`config.mk`:
```
export PLATFORM = sky130hd
export DESIGN_NAME = text_renderer
export DESIGN_NICKNAME = d
export VERILOG_FILES = /design/src/rtl/text_renderer.sv
export SDC_FILE = /design/constraint.sdc
export NUM_CORES = 1
export LEC_CHECK = 0
export CORE_ASPECT_RATIO = 1.2
export CORE_MARGIN = 4
export CORE_UTILIZATION = 25
export DETAILED_ROUTE_END_ITERATION = 8
export SYNTH_ARGS = -nofsm -noshare
export SYNTH_HDL_FRONTEND = slang
export SYNTH_SLANG_ARGS = --single-unit
```
`constraint.sdc`:
```
create_clock -name clk -period 1.8 [get_ports clk]
set_input_delay 0.45 -clock clk [delete_from_list [all_inputs] [get_ports clk]]
set_output_delay 0.45 -clock clk [all_outputs]
set_load 0.01 [all_outputs]
```
`src/rtl/text_renderer.sv`:
```
// Text-mode pixel pipeline: 8x16 cells on an 800x600 raster, VRAM -> font ROM -> palette.
// Optional blinking underline cursor enabled by defining TEXT_RENDERER_CURSOR_EN.
module text_renderer #(
  parameter int COLS = 100,
  parameter int ROWS = 37
) (
  input  logic        clk,
  input  logic        clr_n,
  input  logic [9:0]  pixh,
  input  logic [9:0]  pixv,
  input  logic        dis_en,
  input  logic        hsync_in,
  input  logic        vsync_in,
`ifdef TEXT_RENDERER_CURSOR_EN
  input  logic        cur_en,
  input  logic [6:0]  cur_col,
  input  logic [5:0]  cur_row,
`endif
  output logic [11:0] vram_addr,
  input  logic [15:0] vram_rdata,
  output logic [11:0] font_addr,
  input  logic [7:0]  font_rdata,
  output logic [11:0] rgb,
  output logic        hsync_out,
  output logic        vsync_out,
  output logic        de_out
);

  // Latency follows from the five-register chain E0..E4.
  localparam int LAT = 4;
  localparam logic [6:0] COLS_L = 7'(COLS);
  localparam logic [5:0] ROWS_L = 6'(ROWS);

  function automatic logic [11:0] pal(input logic [3:0] i);
    logic [3:0] lo;
    lo = i[3] ? 4'h5 : 4'h0;
    return {(i[2] ? 4'hA : 4'h0) + lo,
            (i[1] ? 4'hA : 4'h0) + lo,
            (i[0] ? 4'hA : 4'h0) + lo};
  endfunction

  logic [6:0]  col;
  logic [5:0]  row;
  logic        row_blank;
  logic        col_blank;
  logic [11:0] cell_addr;

  assign col       = pixh[9:3];
  assign row       = pixv[9:4];
  assign row_blank = (row >= ROWS_L);
  assign col_blank = (col >= COLS_L);
  // row*100 as row*64 + row*32 + row*4, no multiplier
  assign cell_addr = {row, 6'b0} + {1'b0, row, 5'b0} + {4'b0, row, 2'b0} + {5'b0, col};

  // Sync / enable delay lines: entry k holds the value sampled at edge Ek.
  logic [LAT:0] de_dly;
  logic [LAT:0] hs_dly;
  logic [LAT:0] vs_dly;

  logic [2:0] s1_xbit, s2_xbit, s3_xbit, s4_xbit;
  logic [3:0] s1_grow, s2_grow;
  logic       s1_blank, s2_blank, s3_blank, s4_blank;
  logic [3:0] s3_fg, s3_bg, s4_fg, s4_bg;

  logic       glyph_bit;
  logic       cursor_px;
  logic [3:0] pix_idx;

  always_ff @(posedge clk or negedge clr_n) begin
    if (!clr_n) begin
      vram_addr <= '0;
      font_addr <= '0;
      rgb       <= '0;
      de_dly    <= '0;
      hs_dly    <= '1;
      vs_dly    <= '1;
      s1_xbit   <= '0;
      s2_xbit   <= '0;
      s3_xbit   <= '0;
      s4_xbit   <= '0;
      s1_grow   <= '0;
      s2_grow   <= '0;
      s1_blank  <= 1'b0;
      s2_blank  <= 1'b0;
      s3_blank  <= 1'b0;
      s4_blank  <= 1'b0;
      s3_fg     <= '0;
      s3_bg     <= '0;
      s4_fg     <= '0;
      s4_bg     <= '0;
    end else begin
      de_dly <= {de_dly[LAT-1:0], dis_en};
      hs_dly <= {hs_dly[LAT-1:0], hsync_in};
      vs_dly <= {vs_dly[LAT-1:0], vsync_in};

      // E0: address generation
      vram_addr <= row_blank ? 12'd0 : cell_addr;
      s1_xbit   <= pixh[2:0];
      s1_grow   <= pixv[3:0];
      s1_blank  <= row_blank | col_blank;

      // E1: RAM is reading
      s2_xbit  <= s1_xbit;
      s2_grow  <= s1_grow;
      s2_blank <= s1_blank;

      // E2: cell word available, launch font lookup
      font_addr <= {vram_rdata[7:0], s2_grow};
      s3_fg     <= vram_rdata[11:8];
      s3_bg     <= vram_rdata[15:12];
      s3_xbit   <= s2_xbit;
      s3_blank  <= s2_blank;

      // E3: ROM is reading
      s4_fg    <= s3_fg;
      s4_bg    <= s3_bg;
      s4_xbit  <= s3_xbit;
      s4_blank <= s3_blank;

      // E4: colour out
      rgb <= (de_dly[LAT-1] & ~s4_blank) ? pal(pix_idx) : 12'h000;
    end
  end

  // bit7 is the leftmost pixel, so the index is 7-x, i.e. ~x on 3 bits
  assign glyph_bit = font_rdata[~s4_xbit];
  assign pix_idx   = (glyph_bit | cursor_px) ? s4_fg : s4_bg;

`ifdef TEXT_RENDERER_CURSOR_EN
  logic       vs_prev;
  logic [5:0] frame_cnt;
  logic       s1_cur, s2_cur, s3_cur, s4_cur;
  logic [3:0] s3_grow, s4_grow;

  always_ff @(posedge clk or negedge clr_n) begin
    if (!clr_n) begin
      vs_prev   <= 1'b1;
      frame_cnt <= '0;
      s1_cur    <= 1'b0;
      s2_cur    <= 1'b0;
      s3_cur    <= 1'b0;
      s4_cur    <= 1'b0;
      s3_grow   <= '0;
      s4_grow   <= '0;
    end else begin
      vs_prev <= vsync_in;
      if (vs_prev && !vsync_in)
        frame_cnt <= frame_cnt + 6'd1;
      s1_cur  <= cur_en && (col == cur_col) && (row == cur_row);
      s2_cur  <= s1_cur;
      s3_cur  <= s2_cur;
      s4_cur  <= s3_cur;
      s3_grow <= s2_grow;
      s4_grow <= s3_grow;
    end
  end

  // Underline on glyph rows 14/15; visible during the first half of the 64-frame cycle
  assign cursor_px = s4_cur && (s4_grow[3:1] == 3'b111) && !frame_cnt[5];
`else
  assign cursor_px = 1'b0;
`endif

  assign de_out    = de_dly[LAT];
  assign hsync_out = hs_dly[LAT];
  assign vsync_out = vs_dly[LAT];

endmodule
```
==> metrics.yaml <==
critical_path:
  crit_path_end_kind: "register"
  cpPeakStageDelay_ns: 0.52
  cp_max_fo: 4
  cpMostUsedCell: "fa_1"
  worstPathRequired_ns: 2.07
  cp_slowest_cell: "fa_1"
  start_kind: "primary input"
  path_cells: "buf_12, inv_12, fa_1, inv_1, fa_1, ha_4, a211oi_4, o21a_1, or4_1, nand2_1"
  crit_arrival_ns: 2.66
  criticalPathCategory: "primary input to register"
floorplan:
  rows: 43
  die_x_um: 107.9
  dieArea_um2: 13810
  boundaryPins: 88
  initial_core_util: 0.2579
  core_um2: 11620
  die_h_um: 127.9
detailed_routing:
  firstDrtPassIters: 4
  drtIter0Drc: 41
  drc: 0
  routed_wl_um: 5880
  vias_per_cell: 3.786
  post_drt_wl_per_cell_um: 12.46
  dr_total_vias: 1787
  antenna_left: 0
timing:
  fin_crit_sh: 1.327
  fin_worst_skew_ns: 0.007035
  slew_violations: 0
  period_needed_ns: 2.388
  fin_setup_tns_ns: -3.020
  tightest_slew_ns: 0.5195
  setup_ws_ns: -0.5885
  slew_headroom: 0.6492
  rsz0062_at_grt: "yes"
  setup_viol: 7
  finalHoldViolations: 0
  max_freq_mhz: 418.7
  holdWs_ns: 0.03486
synth:
  syn_nets: 269
  syn-cell-area_um2: 2997
  yosysWarnings: 0
  synth-simple-area-share: 0.04718
  synthMuxAreaShare: 0.03841
  synth_xor_area_frac: 0.008768
  ys_ff_latch: 83
  synth_top_family_by_area: "adder cells"
  synth.avg_cell_area_um2: 15.53
  ys_types: 26
  synthCells: 193
  yosysSeqAreaShare: 0.6973
  synthAdderAreaFrac: 0.1253
  synth_compound_area_frac: 0.04301
finish:
  fin_util: 0.4020
  diodes: 0
  area_growth_pct: 55.91
  regArea_um2: 2091
  multiInputGateArea_um2: 913.4
  final_cells: 472
  fillCellCount: 1114
  drive_gt1_frac: 0.2698
  nets: 386
grt:
  grt_pass1_vias: 1944
  grt_start_max_net_pins: 33
  grt_antenna_before_repair: 0
  grt-ovfl-total: 0
  grt_pass1_wl_um: 9473
  grtUsageTotal: 0.09154
pwr:
  cellLeakagePower_uw: 0.002074
  p_int_uw: 3534
  switching_share: 0.2481
  switchingPower_uw: 1166
  worst_ir_drop_vdd_mv: 0.4725
  p_clk_frac: 0.349
  p_seq_frac: 0.440
  p_per_area_nw_per_um2: 1006
  combPwrFrac: 0.212
job:
  maxCapViolCount: 0
clock_tree:
  hold_buffers: 0
  cts_root_buffer: "clkbuf_16"
  cts.clk_slew.worst_paths_ns: 0.06
  cts_buffers: 9
  h-tree-depth: 3
  cts.sinks: 83
  ctsLongestPathBuffers: 2
  clkLatencyLatePin_ns: 0.33
  cts_tree: "built"
place:
  gp_congestion: 0.7754
  port_buffers: 87
  dpl.hpwl_um: 4694
  dp_cells: 452
outcome:
  status: "finished with violations"
  violations: "negative setup slack"
min_path:
  hold_class: "primary input to async pin"
==> power groups by stage <==
stage,sequential [uW],combinational (uW),clock [uW]
finish,2070,995,1640
global route,2080,1090,1790
CTS,2070,990,1700
detailed placement,2100,918,0
global placement,2100,905,0
floorplan,2140,350,0
==> metal layers <==
layer / global-route usage / part of all wire / vias to the layer above
met1: 0.1007 / 0.38 / 867
met3: 0.02368 / 0.050 / 10
met5: 0 / 0 / -
li1: - / - / 864
met4: 0.04903 / 0.021 / 0
met2: 0.1603 / 0.55 / 46
==> layout make-up <==
class                           instances  area share
Clock buffer                            9     0.04821
Clock inverter                          7     0.01125
Inverter                               16     0.01821
Multi-Input combinational cell         86      0.1955
Sequential cell                        83      0.4475
Tap cell                              157     0.04205
Timing Repair Buffer                  114      0.2373
==> stage by stage <==
step,power [uW],instance area [um^2],worst slack (ns)
2_1_floorplan,2493,3059,-0.7993
3_3_place_gp,3003,4262,-1.528
3_5_place_dp,3021,4262,-1.577
4_1_cts,4764,4646,-0.5809
5_1_grt,4968,4672,-0.6679
6_report,4699,4672,-0.5885
==> critical path, delay by kind of cell <==
kind	cells	cell delay, ns
AND/OR/NAND/NOR	2	0.46
buffers and inverters	3	0.17
adder cells (fa/ha/maj)	3	1.33
AO/OA/AOI/OAI	2	0.25
==> sequential cells by signal (all words and copies together), names as in the netlist, 3 cells and up <==
signal     count
hs_dly         5
s4_fg          4
s1_xbit        3
s3_bg          4
vram_addr     12
s2_xbit        3
s2_grow        4
rgb            4
s3_xbit        3
s4_xbit        3
s4_bg          4
de_dly         5
s3_fg          4
font_addr     12
vs_dly         5
s1_grow        4
==> Yosys cell counts <==
master	instances	area share
dfrtp_1	73	0.61
ha_1	22	0.092
inv_1	16	0.020
nor2_1	13	0.016
dfstp_2	10	0.088
buf_4	8	0.020
and2_1	6	0.013
fa_1	5	0.033
nand2_1	5	0.0063
a211oi_1	4	0.010
a21o_1	4	0.010
a21oi_1	4	0.0067
mux2i_1	4	0.013
o21ai_0	3	0.0050
xnor2_1	3	0.0088
mux4_1	2	0.018
nand2b_1	2	0.0042
mux2i_4	1	0.0075
nand3_1	1	0.0017
nand4_1	1	0.0021
nor3_1	1	0.0017
o211a_1	1	0.0033
o211ai_1	1	0.0025
o21a_1	1	0.0025
o311ai_0	1	0.0029
or4_1	1	0.0025
==> layout by cell type, fill, tap and decap left out, drive strengths merged, types with 2 or more instances in the layout <==
| cell type | netlist | final |
|---|---|---|
| inv | 16 | 17 |
| mux2i | 5 | 5 |
| clkdlybuf4s50 | 0 | 75 |
| buf | 8 | 33 |
| dlygate4sd2 | 0 | 6 |
| nand2 | 5 | 5 |
| mux4 | 2 | 2 |
| nor2 | 13 | 13 |
| a21oi | 4 | 4 |
| dfrtp | 73 | 73 |
| a21o | 4 | 4 |
| a211oi | 4 | 4 |
| clkinvlp | 0 | 4 |
| nand2b | 2 | 2 |
| clkinv | 0 | 2 |
| and2 | 6 | 6 |
| dfstp | 10 | 10 |
| clkbuf | 0 | 9 |
| o21ai | 3 | 3 |
| fa | 5 | 5 |
| xnor2 | 3 | 3 |
| ha | 22 | 22 |
==> final timing paths <==
kind | startpoint | endpoint | slack, ns | cells after the start
worst max-delay path | pixv[5] | vram_addr[10] | -0.59 | 10
worst min-delay path | clr_n | rgb[3] | 0.03 | 1
worst max register to register | s4_xbit[0] | rgb[3] | 0.16 | 4
worst min register to register | hs_dly[0] | hs_dly[1] | 0.35 | 0
max in group asynchronous | clr_n | hs_dly[0] | 1.18 | 2
min in group clk | hs_dly[0] | hs_dly[1] | 0.35 | 0
==> what timing repair did <==
item,in CTS,in global routing
endpoints found under the setup margin,14,14
pin swaps,13,5
buffers inserted,3,1
resized for setup,53,6
==> cells by family after synthesis <==
family                     count (synthesis)
AOI/OAI and AO/OA                         19
xor gates and xnor gates                   3
adders and majority gates                 27
buffers and inverters                     24
DFF                                       83
muxes                                      7
and+or+nand+nor                           30
Note: power is estimated with default switching activity, not from simulation.
